`src/rtl/multicycle_control.sv`:
```
// multicycle_control: multi-cycle RV32I control sequencer.
// Steps each instruction through fetch/decode/execute/mem/writeback.
module multicycle_control #(
   parameter int EN_MULDIV   = 0,
   parameter int MEM_TIMEOUT = 255,
   parameter int CNT_W       = 32
) (
   input  logic             clk,
   input  logic             rst_n,
   input  logic [31:0]      instr,
   input  logic             branch_taken,
   input  logic             muldiv_done,
   input  logic             mem_ready,
   output logic             mem_req,
   output logic             mem_we,
   output logic             addr_sel,
   output logic             ir_we,
   output logic             pc_we,
   output logic             rf_we,
   output logic [1:0]       pc_source,
   output logic [1:0]       rd_source,
   output logic [1:0]       alu_source,
   output logic [4:0]       alu_op,
   output logic             muldiv_start,
   output logic             retire,
   output logic             trap,
   output logic [1:0]       trap_cause,
   output logic [CNT_W-1:0] instret
);

   localparam logic [2:0] S_FETCH = 3'd0;
   localparam logic [2:0] S_DEC   = 3'd1;
   localparam logic [2:0] S_EXEC  = 3'd2;
   localparam logic [2:0] S_MDW   = 3'd3;
   localparam logic [2:0] S_MEM   = 3'd4;
   localparam logic [2:0] S_WB    = 3'd5;
   localparam logic [2:0] S_TRAP  = 3'd6;

   localparam logic [6:0] OP_LUI   = 7'b0110111;
   localparam logic [6:0] OP_AUIPC = 7'b0010111;
   localparam logic [6:0] OP_JAL   = 7'b1101111;
   localparam logic [6:0] OP_JALR  = 7'b1100111;
   localparam logic [6:0] OP_BR    = 7'b1100011;
   localparam logic [6:0] OP_LD    = 7'b0000011;
   localparam logic [6:0] OP_ST    = 7'b0100011;
   localparam logic [6:0] OP_IMM   = 7'b0010011;
   localparam logic [6:0] OP_REG   = 7'b0110011;

   localparam logic [4:0] ALU_ADD   = 5'd0;
   localparam logic [4:0] ALU_LUI   = 5'd11;
   localparam logic [4:0] ALU_AUIPC = 5'd12;
   localparam logic [4:0] ALU_MUL   = 5'd18;

   localparam int TW = (MEM_TIMEOUT > 1) ? $clog2(MEM_TIMEOUT) : 1;
   localparam logic [TW-1:0] TO_MAX = TW'(MEM_TIMEOUT - 1);

   logic [2:0]    state;
   logic [2:0]    state_n;
   logic [TW-1:0] to_cnt;
   logic          to_hit;
   logic [1:0]    cause;

   logic [6:0] opcode;
   logic [2:0] func3;
   logic [6:0] func7;
   logic [4:0] rd;
   logic       unused_bits;

   logic is_lui, is_auipc, is_jal, is_jalr, is_br;
   logic is_ld, is_st, is_imm, is_op, is_md, legal;
   logic [4:0] dec_op;
   logic [1:0] dec_src;
   logic [1:0] dec_rd;

   assign opcode      = instr[6:0];
   assign rd          = instr[11:7];
   assign func3       = instr[14:12];
   assign func7       = instr[31:25];
   assign unused_bits = ^instr[24:15];

   assign is_lui   = (opcode == OP_LUI);
   assign is_auipc = (opcode == OP_AUIPC);
   assign is_jal   = (opcode == OP_JAL);
   assign is_jalr  = (opcode == OP_JALR);
   assign is_br    = (opcode == OP_BR);
   assign is_ld    = (opcode == OP_LD);
   assign is_st    = (opcode == OP_ST);
   assign is_imm   = (opcode == OP_IMM);
   assign is_op    = (opcode == OP_REG);
   assign is_md    = is_op && (func7 == 7'b0000001);

   assign legal = is_lui | is_auipc | is_jal | is_jalr | is_br
                | is_ld | is_st | is_imm
                | (is_op && (!is_md || (EN_MULDIV != 0)));

   function automatic logic [4:0] arith(input logic [2:0] f3,
                                        input logic alt);
      case (f3)
         3'b000:  arith = alt ? 5'd1 : 5'd0;
         3'b001:  arith = 5'd2;
         3'b010:  arith = 5'd3;
         3'b011:  arith = 5'd4;
         3'b100:  arith = 5'd5;
         3'b101:  arith = alt ? 5'd7 : 5'd6;
         3'b110:  arith = 5'd8;
         default: arith = 5'd9;
      endcase
   endfunction

   function automatic logic [4:0] brop(input logic [2:0] f3);
      case (f3)
         3'b001:  brop = 5'd13;
         3'b100:  brop = 5'd14;
         3'b101:  brop = 5'd15;
         3'b110:  brop = 5'd16;
         3'b111:  brop = 5'd17;
         default: brop = 5'd10;
      endcase
   endfunction

   always_comb begin
      dec_op  = ALU_ADD;
      dec_src = 2'b00;
      dec_rd  = 2'b00;
      unique case (1'b1)
         is_op: begin
            if (is_md) dec_op = ALU_MUL + {2'b00, func3};
            else       dec_op = arith(func3, func7[5]);
         end
         // only shifts-right carry the alternate bit for immediates
         is_imm: begin
            dec_op  = arith(func3, (func3 == 3'b101) && func7[5]);
            dec_src = 2'b01;
         end
         is_lui: begin
            dec_op  = ALU_LUI;
            dec_src = 2'b01;
            dec_rd  = 2'b11;
         end
         is_auipc: begin
            dec_op  = ALU_AUIPC;
            dec_src = 2'b10;
         end
         is_jal: begin
            dec_src = 2'b10;
            dec_rd  = 2'b01;
         end
         is_jalr: begin
            dec_src = 2'b01;
            dec_rd  = 2'b01;
         end
         is_br: dec_op = brop(func3);
         is_ld: begin
            dec_src = 2'b01;
            dec_rd  = 2'b10;
         end
         is_st:   dec_src = 2'b01;
         default: ;
      endcase
   end

   assign to_hit = (to_cnt == TO_MAX);

   always_comb begin
      state_n      = state;
      mem_req      = 1'b0;
      mem_we       = 1'b0;
      addr_sel     = 1'b0;
      ir_we        = 1'b0;
      pc_we        = 1'b0;
      rf_we        = 1'b0;
      muldiv_start = 1'b0;
      retire       = 1'b0;
      pc_source    = 2'b11;
      rd_source    = 2'b00;
      alu_source   = 2'b00;
      alu_op       = ALU_ADD;
      unique case (state)
         S_FETCH: begin
            mem_req = 1'b1;
            if (mem_ready) begin
               ir_we   = 1'b1;
               state_n = S_DEC;
            end else if (to_hit) begin
               state_n = S_TRAP;
            end
         end
         S_DEC: state_n = legal ? S_EXEC : S_TRAP;
         S_EXEC: begin
            alu_op     = dec_op;
            alu_source = dec_src;
            if (is_br) begin
               pc_we     = 1'b1;
               pc_source = branch_taken ? 2'b10 : 2'b11;
               retire    = 1'b1;
               state_n   = S_FETCH;
            end else if (is_ld || is_st) begin
               state_n = S_MEM;
            end else if (is_md) begin
               muldiv_start = 1'b1;
               state_n      = S_MDW;
            end else begin
               state_n = S_WB;
            end
         end
         S_MDW: begin
            alu_op     = dec_op;
            alu_source = dec_src;
            if (muldiv_done) state_n = S_WB;
         end
         S_MEM: begin
            alu_op     = dec_op;
            alu_source = dec_src;
            mem_req    = 1'b1;
            addr_sel   = 1'b1;
            mem_we     = is_st;
            if (mem_ready) begin
               if (is_st) begin
                  pc_we   = 1'b1;
                  retire  = 1'b1;
                  state_n = S_FETCH;
               end else begin
                  state_n = S_WB;
               end
            end else if (to_hit) begin
               state_n = S_TRAP;
            end
         end
         S_WB: begin
            rf_we     = (rd != 5'd0);
            rd_source = dec_rd;
            pc_we     = 1'b1;
            pc_source = is_jal ? 2'b01 : (is_jalr ? 2'b00 : 2'b11);
            retire    = 1'b1;
            state_n   = S_FETCH;
         end
         default: state_n = state;
      endcase
      // strobes fall with reset, without waiting for a clock
      if (!rst_n) begin
         mem_req      = 1'b0;
         mem_we       = 1'b0;
         addr_sel     = 1'b0;
         ir_we        = 1'b0;
         pc_we        = 1'b0;
         rf_we        = 1'b0;
         muldiv_start = 1'b0;
         retire       = 1'b0;
      end
   end

   always_ff @(posedge clk or negedge rst_n) begin
      if (!rst_n) begin
         state   <= S_FETCH;
         to_cnt  <= '0;
         cause   <= 2'b00;
         instret <= '0;
      end else begin
         state <= state_n;
         if (state_n != state)
            to_cnt <= '0;
         else if (mem_req && !mem_ready)
            to_cnt <= to_cnt + 1'b1;
         if (state == S_DEC && !legal)
            cause <= 2'b01;
         else if (state_n == S_TRAP && state != S_TRAP)
            cause <= 2'b10;
         if (retire)
            instret <= instret + 1'b1;
      end
   end

   assign trap       = (state == S_TRAP);
   assign trap_cause = cause;

endmodule

```
`config.mk`:
```
export PLATFORM = sky130hd
export DESIGN_NAME = multicycle_control
export DESIGN_NICKNAME = d
export VERILOG_FILES = /design/src/rtl/multicycle_control.sv
export SDC_FILE = /design/constraint.sdc
export NUM_CORES = 1
export LEC_CHECK = 0
export ABC_AREA = 1
export CORE_MARGIN = 10
export CORE_UTILIZATION = 49
export CTS_CLUSTER_SIZE = 16
export DETAILED_ROUTE_END_ITERATION = 6
export PLACE_DENSITY = 0.8
export SLEW_MARGIN = 0
export SYNTH_ARGS = -nofsm -noshare
export SYNTH_HDL_FRONTEND = slang
export SYNTH_SLANG_ARGS = --single-unit
```
`constraint.sdc`:
```
create_clock -name clk -period 2.35 [get_ports clk]
set_clock_uncertainty 0.2 [all_clocks]
set_input_delay 0.47 -clock clk [delete_from_list [all_inputs] [get_ports clk]]
set_output_delay 0.47 -clock clk [all_outputs]
set_load 0.05 [all_outputs]
```
==> results.env, run 1 <==
CLOCK_TREE.HTREE_LEVEL_COUNT=2
DRT_FIRST_ITER_VIOLATIONS=280
P_SEQ_SHARE_PCT=28.2
DIE_WIDTH_UM=104
DP.FINAL_HPWL_UM=8550
YOSYS_REGISTER_BITS=45
CTSHOLDBUFFERS=0
CAP_VIOLATIONS=0
CTSLONGESTPATHBUFFERS=2
VDD.IR_DROP.WORST_V=0.000408
SLEW_HEADROOM_PCT=61.6
GRTUSAGETOTAL_PCT=19.3
MAXIMUM_NUMBER_OF_PINS_ON_ONE_NET_BEFORE_GLOBAL_ROUTE_REPAIR=46
POST_SYNTHESIS_CELLS=508
FP.DIEH_UM=104
CRITPATHMAXSTAGEDELAY_NS=0.41
PLACE.PORT_BUFFERS=80
CP_DATA_ARRIVAL_TIME_NS=1.70
POSTPLACECELLAREA_UM2=4830
P_COMB_SHARE_PCT=58.8
END_KIND='primary output'
DRC_ERRORS=0
HOLD_PATH_CLASS='in2async'
FIRST_PASS_ITERS=5
AREA_GROWTH_PCT=50.5
SEQ_AREA_FRAC_SYNTH_PCT=32.9
DESIGN.PORTCOUNT=91
CP_CELL_SEQUENCE='nor2_2, inv_2, nor2_4, a21oi_4, a311oi_4, buf_12'
MAX_FREQ_GHz=0.421
LAYOUT_MIN_CYCLE_TIME_NS=2.37
PERIOD_SHARE_PCT=101
FINALINSTANCEAREA_UM2=5150
CLOCK_TREE.ROOT_CELL='sky130_fd_sc_hd__clkbuf_8'
NETLIST_AREA_UM2=3420
GRT_PASS1_WL_UM=17900
SLEW_OF_THE_PIN_WITH_THE_LOWEST_SLEW_MARGIN_NS=0.575
NETS=683
GR-TOTAL-OVERFLOW=0
GRT_ANTENNA_BEFORE_REPAIR=0
FILL_CELLS=529
GRT_PASS1_VIAS=3735
POWER_SWITCHING_SHARE_PCT=48.3
CRITICAL_PATH_START_TYPE='flop'
POWER_DENSITY_nW_PER_UM2=702
NUM_ROWS=30
VIOLATIONS='negative setup slack'
FLOORPLAN.CORE_AREA_UM2=6790
TOTALWIRELENGTH_UM=11000
INSERTED_DIODES=0
FINALMAXSLEWVIOLATIONS=0
TRITONCTS='done'
CLOCK_TRANSITION_AT_PATH_REGS_NS=0.08
SYN-MEAN-INSTANCE-AREA_UM2=6.74
SETUP_REPAIR_AFTER_GLOBAL_ROUTING_MISSED_ITS_MARGIN='true'
ROUTED-VIA-COUNT=3794
FRACTION_OF_POWER_CONSUMED_BY_THE_CLOCK_NETWORK_PCT=13.0
ROUTED_LENGTH_PER_INSTANCE_UM=14.8
RUN_STATUS='finished, violations left'
NET-SWITCHING-POWER_W=0.00175
SYNTH_WARNINGS=0
INSERTION_DELAY_NS=0.29
P_LEAK_nW=2.40
UTILIZATION_PCT=75.8
CTS_NUM_SINKS=45
SETUP_VIOL_COUNT_FINAL=1
CRITICALPATHCATEGORY='reg2out'
START_UTIL_PCT=50.4
DRIVE_GT1_SHARE_PCT=29.6
FULL_DIE_AREA_UM2=10700
PLACE.GP.CONGESTION=0.976
CRITPATHMAXFANOUT=7
SYNTH_CELL_TYPES=36
POWER.INTERNAL_W=0.00187
HOLD_VIOL=0
CRIT_PATH_TOP_DELAY_CELL='sky130_fd_sc_hd__dfrtp_1'
POST-ROUTE-WORST-SETUP-SLACK_NS=-0.0231
SYN_NETS=550
CTS_MADE_BUFFERS=5
TIMING.CRITICAL_PATH.REQUIRED_NS=1.68
POST_DRT_VIA_CELL_RATIO=5.14
NUMBER_OF_NETS_WITH_ANTENNA_VIOLATIONS_AFTER_DETAILED_ROUTING=0
## per-stage QoR
step                hold WS [ns]  cells  setup WS, ns  total power, W  TNS, ns
CTS                        0.139    734      0.000676         0.00356        0
global route               0.169    738       -0.0751         0.00382   -0.303
detailed placement         0.282    720        -0.470         0.00302   -14.71
finish                     0.116    738       -0.0231         0.00361  -0.0231
global placement           0.269    720        -0.444         0.00298   -12.29
floorplan                -0.0256    508        -0.130         0.00227   -0.193
## worst max-delay path: cells and delay by family, from the launching register on
family,cells,cell delay (ns)
compound gates,2,0.45
simple gates,2,0.30
flops,1,0.41
buf+inv,2,0.25
## cells in the mapped netlist (all sizes together)
library cell / n / area [um^2]
o22ai: 2 / 12.5
a31oi: 1 / 6.26
and2: 1 / 6.26
xor2: 25 / 219
o211ai: 1 / 7.51
a311oi: 1 / 8.76
nor3: 23 / 126
o2111ai: 1 / 8.76
ha: 5 / 62.6
nor3b: 1 / 7.51
nand2: 162 / 643
a21oi: 10 / 50.1
nor2: 88 / 398
buf: 5 / 43.8
clkbuf: 1 / 3.75
o21ai: 13 / 68.8
nand3: 32 / 170
dfrtp: 45 / 1130
inv: 63 / 236
a41oi: 3 / 26.3
xnor2: 13 / 114
a211oi: 1 / 7.51
nor4: 2 / 12.5
nand4: 9 / 56.3
## state kept, by name (all words and copies together), names as in the netlist
signal      count
instret        32
state           3
to_cnt          8
trap_cause      2
## power groups by stage
stage | sequential (W) | clock [W] | combinational [W]
floorplan | 0.00132 | 0 | 0.000941
global placement | 0.00102 | 0 | 0.00196
detailed placement | 0.00103 | 0 | 0.00199
CTS | 0.00102 | 0.000476 | 0.00206
global route | 0.00103 | 0.000518 | 0.00227
finish | 0.00102 | 0.000469 | 0.00212
## timing repair
item / in CTS / in global routing
resized for setup: 110 / 30
gates cloned: 0 / 0
setup buffers: 6 / 5
setup endpoints to repair: 19 / 15
pin swaps: 23 / 19
## cell type report
| type | instances | area, um^2 | share of cell area, % |
|---|---|---|---|
| Multi-Input combinational cell | 394 | 2260 | 43.9 |
| Timing Repair Buffer | 132 | 1310 | 25.5 |
| Sequential cell | 45 | 1130 | 21.9 |
| Inverter | 63 | 246 | 4.79 |
| Tap cell | 96 | 120 | 2.33 |
| Clock buffer | 6 | 72.6 | 1.41 |
| Clock inverter | 2 | 10.0 | 0.194 |
## worst paths after layout
path                                     from             to  slack, ns  cells after the start
worst max-delay path                 state[1]      alu_op[4]      -0.02                      6
worst min-delay path                    rst_n  trap_cause[0]       0.12                      2
worst max register to register     instret[1]    instret[20]       0.32                      8
worst min register to register  trap_cause[0]  trap_cause[0]       0.31                      2
max in group asynchronous               rst_n     instret[0]       1.44                      2
min in group clk                trap_cause[0]  trap_cause[0]       0.31                      2
## per-layer routing
| layer | global-route usage [%] | vias to the layer above | routed length (um) |
|---|---|---|---|
| met5 | 0 | - | 0 |
| li1 | - | 1868 | - |
| met1 | 23.7 | 1774 | 4670 |
| met2 | 33.6 | 137 | 5420 |
| met4 | 4.74 | 0 | 166 |
| met3 | 3.66 | 15 | 690 |
## placed cells by master (no fill, tap or decap), drive strengths merged
master / n
a21oi: 10
a41oi: 3
a31oi: 1
dlymetal6s2s: 2
nand2: 162
o21ai: 13
clkdlybuf4s50: 37
o211ai: 1
clkinv: 2
xor2: 25
dfrtp: 45
nor2: 88
o2111ai: 1
nand3: 32
inv: 63
nor3b: 1
nor4: 2
nand4: 9
o22ai: 2
ha: 5
nor3: 23
clkbuf: 7
clkdlybuf4s15: 2
a311oi: 1
a211oi: 1
buf: 90
xnor2: 13
and2: 1
## cell families after synthesis
group,count (synthesis),share of synthesized area [%]
and+or+nand+nor,318,41.5
DFF,45,32.9
adders and majority gates,5,1.83
AOI/OAI and AO/OA,33,5.74
xor gates and xnor gates,38,9.73
buffers and inverters,69,8.30
No activity file was read; power rests on OpenSTA's default activity.
==> inputs of run 2 (changes only) <==
ABC_CLOCK_PERIOD_IN_PS = 2350   (was unset)
CORE_MARGIN = 1.5   (was 10)
PLACE_DENSITY = 0.9   (was 0.8)
==> run 2 against run 1 <==
  * The run still ends with negative setup slack left
  * Register-to-register slack worse by 0.21 ns
  * Die area down 30%
  * Design area up 1.3%
  * Critical path depth up 5
  * First-iteration DRC count down 5.4%
  * Clock power up 47%
  * Via count up 7.8%
  * Fmax down 0.96%
  * Core utilization up 1.4 points
  * Flip-flop and latch count unchanged
  * Critical path type is now in2out
  * Highest routed layer unchanged
==> results.env, run 2 (synthesis gave the netlist of run 1 again) <==
DIE_WIDTH_UM=86.6
CTS_MADE_BUFFERS=5
RUN_STATUS='finished, violations left'
SETUP_REPAIR_AFTER_GLOBAL_ROUTING_MISSED_ITS_MARGIN='true'
CLOCK_TREE.HTREE_LEVEL_COUNT=2
TIMING.CRITICAL_PATH.REQUIRED_NS=1.68
CLOCK_TRANSITION_AT_PATH_REGS_NS=0.08
SLEW_HEADROOM_PCT=62.4
CTSLONGESTPATHBUFFERS=2
AREA_GROWTH_PCT=52.5
ROUTED-VIA-COUNT=4089
POST_PLACE_CELLS=700
R2R_SETUP_SLACK_NS=0.11
PATH_COMMON_CELL='sky130_fd_sc_hd__nand2_1'
FIRST_PASS_ITERS=5
CP_DATA_ARRIVAL_TIME_NS=1.73
CAP_VIOLATIONS=0
R2R-END='to_cnt[6]'
FINAL_COMMON_CELL='sky130_fd_sc_hd__nand2_1'
HOLD_VIOL=0
CRITPATHMAXSTAGEDELAY_NS=0.20
CRITPATHMAXFANOUT=4
NETS=685
SLEW_OF_THE_PIN_WITH_THE_LOWEST_SLEW_MARGIN_NS=0.564
DRT_FIRST_ITER_VIOLATIONS=265
CTS_NUM_SINKS=45
GRT_ANTENNA_BEFORE_REPAIR=0
HOLD_PATH_CLASS='in2async'
NUM_ROWS=30
GRT_PASS1_VIAS=3939
SETUP_TOTAL_NEGATIVE_SLACK_NS=-0.109
FULL_DIE_AREA_UM2=7490
GRT_PASS1_WL_UM=18400
P_LEAK_nW=2.45
CRITICALPATHCATEGORY='in2out'
REGMOSTFLOPS='instret'
PERIOD_SHARE_PCT=102
END_KIND='primary output'
CRIT_PATH_TOP_DELAY_CELL='sky130_fd_sc_hd__a41oi_4'
DRIVE_GT1_SHARE_PCT=28.4
REG2REG_FROM='state[2]'
VDD.IR_DROP.WORST_V=0.000471
GR-TOTAL-OVERFLOW=0
DRC_ERRORS=0
BIGGESTREGSBYFLOPS='instret: 32 flops, to_cnt: 8 flops, state: 3 flops'
INSERTED_DIODES=0
ROUTED_LENGTH_PER_INSTANCE_UM=16.6
POST_LAYOUT_NONFILLER_INSTANCES=724
PLACE.PORT_BUFFERS=80
MAX_FREQ_GHz=0.417
CRITICAL_PATH_START_TYPE='primary input'
START_UTIL_PCT=50.6
GRTUSAGETOTAL_PCT=30.8
LAYOUT_MIN_CYCLE_TIME_NS=2.40
PLACE.GP.CONGESTION=0.966
TRITONCTS='done'
CTSHOLDBUFFERS=0
CLOCK_TREE.ROOT_CELL='sky130_fd_sc_hd__clkbuf_8'
CP_CELL_SEQUENCE='buf_2, inv_2, nand2_4, inv_4, nand2_1, nor2_1, nand2_1, o22ai_1, inv_1, a41oi_4, buf_12'
VIOLATIONS='negative setup slack'
INSERTION_DELAY_NS=0.30
MAXIMUM_NUMBER_OF_PINS_ON_ONE_NET_BEFORE_GLOBAL_ROUTE_REPAIR=46
POST_DRT_VIA_CELL_RATIO=5.65
DESIGN.PORTCOUNT=91
RR_WORST_DEPTH=10
LAYOUT.CELLS.MOST_COMMON_LIST='sky130_fd_sc_hd__nand2_1, sky130_fd_sc_hd__nor2_1, sky130_fd_sc_hd__buf_4, sky130_fd_sc_hd__dfrtp_1, sky130_fd_sc_hd__inv_1'
TOTALWIRELENGTH_UM=12000
NUMBER_OF_NETS_WITH_ANTENNA_VIOLATIONS_AFTER_DETAILED_ROUTING=0
FP.DIEH_UM=86.6
LARGEST_REG_FLOPS=32
POST-ROUTE-WORST-SETUP-SLACK_NS=-0.0462
POWER_DENSITY_nW_PER_UM2=761
DP.FINAL_HPWL_UM=7890
FLOORPLAN.CORE_AREA_UM2=6760
SETUP_VIOL_COUNT_FINAL=5
FINALMAXSLEWVIOLATIONS=0
[run 2: worst max-delay path by stage]
stage	startpoint	to	cells after the start
final	instr[6]	alu_op[0]	11
after global routing	state[1]	retire	8
after CTS	instr[26]	alu_op[4]	9
after detailed placement	instr[1]	alu_op[2]	8
after global placement	instr[1]	pc_we	10
after floorplan	instr[1]	alu_op[4]	6
[run 2: per-stage QoR]
| stage | utilization, % | area, um^2 | setup slack (ns) | hold WS [ns] | total power (W) |
|---|---|---|---|---|---|
| after floorplan | - | 3490 | -0.130 | -0.0256 | 0.00227 |
| after global placement | 70.9 | 4790 | -0.379 | 0.302 | 0.00292 |
| after detailed placement | 70.9 | 4790 | -0.434 | 0.296 | 0.00296 |
| after CTS | 75.8 | 5120 | 0.00221 | 0.176 | 0.00381 |
| after global routing | 77.2 | 5220 | -0.0843 | 0.205 | 0.00416 |
| final | 77.2 | 5220 | -0.0462 | 0.159 | 0.00397 |
[run 2: final cells by class]
class                           count  area (um^2)
Multi-Input combinational cell    394         2260
Fill cell                         459         1540
Timing Repair Buffer              134         1340
Inverter                           63          254
Clock buffer                        5         68.8
Tap cell                           80          100
Clock inverter                      3         65.1
Sequential cell                    45         1130
[run 2: timing repair]
| item | CTS | global route |
|---|---|---|
| gates cloned | 0 | 0 |
| pin swaps | 25 | 17 |
| buffers inserted | 14 | 2 |
| resized for setup | 100 | 40 |
| endpoints found under the setup margin | 32 | 17 |
[run 2: critical path: cells and delay by family]
kind,cells,cell delay (ns)
AO/OA/AOI/OAI,2,0.34
buffers and inverters,5,0.54
AND/OR/NAND/NOR,4,0.37
[run 2: where the power goes]
group | leakage (nW) | switching [W] | internal (W) | total, W
Sequential | 0.607 | 0.000147 | 0.000892 | 0.00104
Clock | 0.0681 | 0.000267 | 0.000422 | 0.000690
Combinational | 1.77 | 0.00144 | 0.000800 | 0.00224
Total | 2.45 | 0.00186 | 0.00211 | 0.00397
[run 2: routing by layer]
| metal | global-route usage [%] | share of wire (%) | up-vias |
|---|---|---|---|
| met3 | 5.33 | 6.4 | 63 |
| met2 | 52.8 | 50 | 229 |
| met4 | 14.7 | 5.1 | 0 |
| met1 | 37.4 | 39 | 1930 |
| li1 | - | - | 1867 |
| met5 | 0 | 0 | - |
==> inputs of run 3 (changes only) <==
RECOVER_POWER = 25   (was unset)
==> run 3 against run 2 <==
  * The flow still finishes with violations (negative setup slack)
  * Clock-buffer cell count unchanged
  * Wire length hardly changed
  * Sequential power about the same
  * Final cell count did not move
  * Core utilization is essentially flat
  * Global-route usage is the same
  * Flip-flop and latch count stayed put
  * Combinational power about the same
  * Hold slack improved by 0.16 ns
  * Largest cell class unchanged
==> results.env, run 3 (synthesis gave the netlist of run 1 again) <==
SETUP_REPAIR_AFTER_GLOBAL_ROUTING_MISSED_ITS_MARGIN='true'
CP_DATA_ARRIVAL_TIME_NS=1.73
FP.DIEH_UM=86.6
MET3ROUTEDLENGTH_UM=797
MULTI_INPUT_COMB_AREA_UM2=2260
HOLD_VIOL=0
BIGGESTREGSBYFLOPS='instret: 32 flops, to_cnt: 8 flops, state: 3 flops'
SETUP_TOTAL_NEGATIVE_SLACK_NS=-0.0962
DRC_ERRORS=0
P_LEAK_nW=2.45
SLEW_HEADROOM_PCT=26.2
GRT_PASS1_WL_UM=18400
FIRST_PASS_ITERS=5
CRITICAL_PATH_START_TYPE='primary input'
NETS=685
RUN_STATUS='finished, violations left'
CP_CELL_SEQUENCE='buf_2, inv_2, nand2_4, inv_4, nand2_1, nor2_1, nand2_1, o22ai_1, inv_1, a41oi_4, buf_12'
CRIT_PATH_TOP_DELAY_CELL='sky130_fd_sc_hd__a41oi_4'
CAP_VIOLATIONS=0
GRT_ANTENNA_BEFORE_REPAIR=0
HOLD_SLACK_NS=0.321
CLOCK_TRANSITION_AT_PATH_REGS_NS=0.08
CRITICAL_PATH.TOP_DELAY_FAMILY='buffers and inverters'
CRITPATHMAXSTAGEDELAY_NS=0.20
TOPROUTINGLAYERUSED='met4'
AREA_GROWTH_PCT=52.4
GRT_PASS1_VIAS=3939
START_UTIL_PCT=50.6
ROUTED-VIA-COUNT=4119
ROUTE.LAYER.MET1.WL_UM=4630
FLOORPLAN.CORE_AREA_UM2=6760
TRITONCTS='done'
STARTPOINT='instr[6]'
INSERTED_DIODES=0
FINAL_COMMON_CELL='sky130_fd_sc_hd__nand2_1'
VDD.IR_DROP.WORST_V=0.000471
RR_WORST_DEPTH=10
PATH_COMMON_CELL='sky130_fd_sc_hd__nand2_1'
CLOCK_TREE.HTREE_LEVEL_COUNT=2
FINALINSTANCEAREA_UM2=5220
END_KIND='primary output'
PLACE.GP.CONGESTION=0.966
CTS_MADE_BUFFERS=5
DRIVE_GT1_SHARE_PCT=28.4
CRITICALPATHCATEGORY='in2out'
REGMOSTFLOPS='instret'
NUMBER_OF_NETS_WITH_ANTENNA_VIOLATIONS_AFTER_DETAILED_ROUTING=0
LAYOUT.CELLS.MOST_COMMON_LIST='sky130_fd_sc_hd__nand2_1, sky130_fd_sc_hd__nor2_1, sky130_fd_sc_hd__buf_4, sky130_fd_sc_hd__dfrtp_1, sky130_fd_sc_hd__inv_1'
TOTALWIRELENGTH_UM=12000
INSERTION_DELAY_NS=0.30
TIMING.CRITICAL_PATH.REQUIRED_NS=1.68
PLACE.PORT_BUFFERS=80
POST_LAYOUT_NONFILLER_INSTANCES=724
PERIOD_SHARE_PCT=102
HOLD_PATH_CLASS='reg2reg'
UTILIZATION_PCT=77.2
SLEW_OF_THE_PIN_WITH_THE_LOWEST_SLEW_MARGIN_NS=1.11
LAYOUT_MIN_CYCLE_TIME_NS=2.40
FINALMAXSLEWVIOLATIONS=0
PATH_BUF_INV=5
POST_PLACE_CELLS=700
POWER_DENSITY_nW_PER_UM2=762
SETUP_VIOL_COUNT_FINAL=5
DESIGN.PORTCOUNT=91
R2R-END='to_cnt[6]'
CRITPATHMAXFANOUT=4
DP.FINAL_HPWL_UM=7890
POST-ROUTE-WORST-SETUP-SLACK_NS=-0.0461
HOLD_PATH.STARTPOINT='instret[7]'
SEQCELLAREA_UM2=1130
LARGEST_REG_FLOPS=32
REG2REG_FROM='state[2]'
ROUTED_LENGTH_PER_INSTANCE_UM=16.6
CTS_NUM_SINKS=45
FULL_DIE_AREA_UM2=7490
DIE_WIDTH_UM=86.6
POST_DRT_VIA_CELL_RATIO=5.69
CP.DEPTH=11
NUM_ROWS=30
R2R_SETUP_SLACK_NS=0.11
WORST_SETUP_PATH_ENDPOINT='alu_op[0]'
CLOCK_TREE.ROOT_CELL='sky130_fd_sc_hd__clkbuf_8'
CTSLONGESTPATHBUFFERS=2
MAX_FREQ_GHz=0.417
VIOLATIONS='negative setup slack'
GR-TOTAL-OVERFLOW=0
FILL_CELLS=460
DRT_FIRST_ITER_VIOLATIONS=265
POSTPLACECELLAREA_UM2=4790
MAXIMUM_NUMBER_OF_PINS_ON_ONE_NET_BEFORE_GLOBAL_ROUTE_REPAIR=46
MET2ROUTEDLENGTH_UM=5910
GRTUSAGETOTAL_PCT=30.8
==> run 3: final cells by class <==
class	count	share of cell area (%)
clock buffer	5	1.32
clock inverter	3	1.25
inverter	63	4.87
multi-input combinational	394	43.4
sequential	45	21.6
tap	80	1.92
timing repair buffer	134	25.6
==> run 3: through the flow <==
stage / worst slack (ns) / total power (W)
after floorplan: -0.130 / 0.00227
after global placement: -0.379 / 0.00292
after detailed placement: -0.434 / 0.00296
after CTS: 0.00221 / 0.00381
after global routing: -0.0843 / 0.00416
final: -0.0461 / 0.00398
==> run 3: report_power, final <==
group / switching [W] / internal [W] / leakage (nW)
Sequential: 0.000148 / 0.000892 / 0.607
Combinational: 0.00145 / 0.000799 / 1.77
Clock: 0.000267 / 0.000422 / 0.0681
==> run 3: worst min path at each step <==
stage                          endpoint  slack, ns  depth (start not counted)
after floorplan              instret[0]      -0.03                          0
after global placement    trap_cause[0]       0.30                          2
after detailed placement  trap_cause[0]       0.30                          2
after CTS                     to_cnt[2]       0.18                          2
after global routing         instret[7]       0.34                          1
final                        instret[7]       0.32                          1
==> run 3: timing repair <==
item                       CTS  global route
gates cloned                 0             0
resized for setup          100            40
buffers inserted            14             2
setup endpoints to repair   32            17
pin swaps                   25            17
hold buffers                 0             0
==> run 3: per-layer routing <==
metal  vias up  global-route usage [%]
met5         -                       0
met4         0                    14.7
met3        71                    5.33
met2       233                    52.8
met1      1947                    37.4
li1       1868                       -
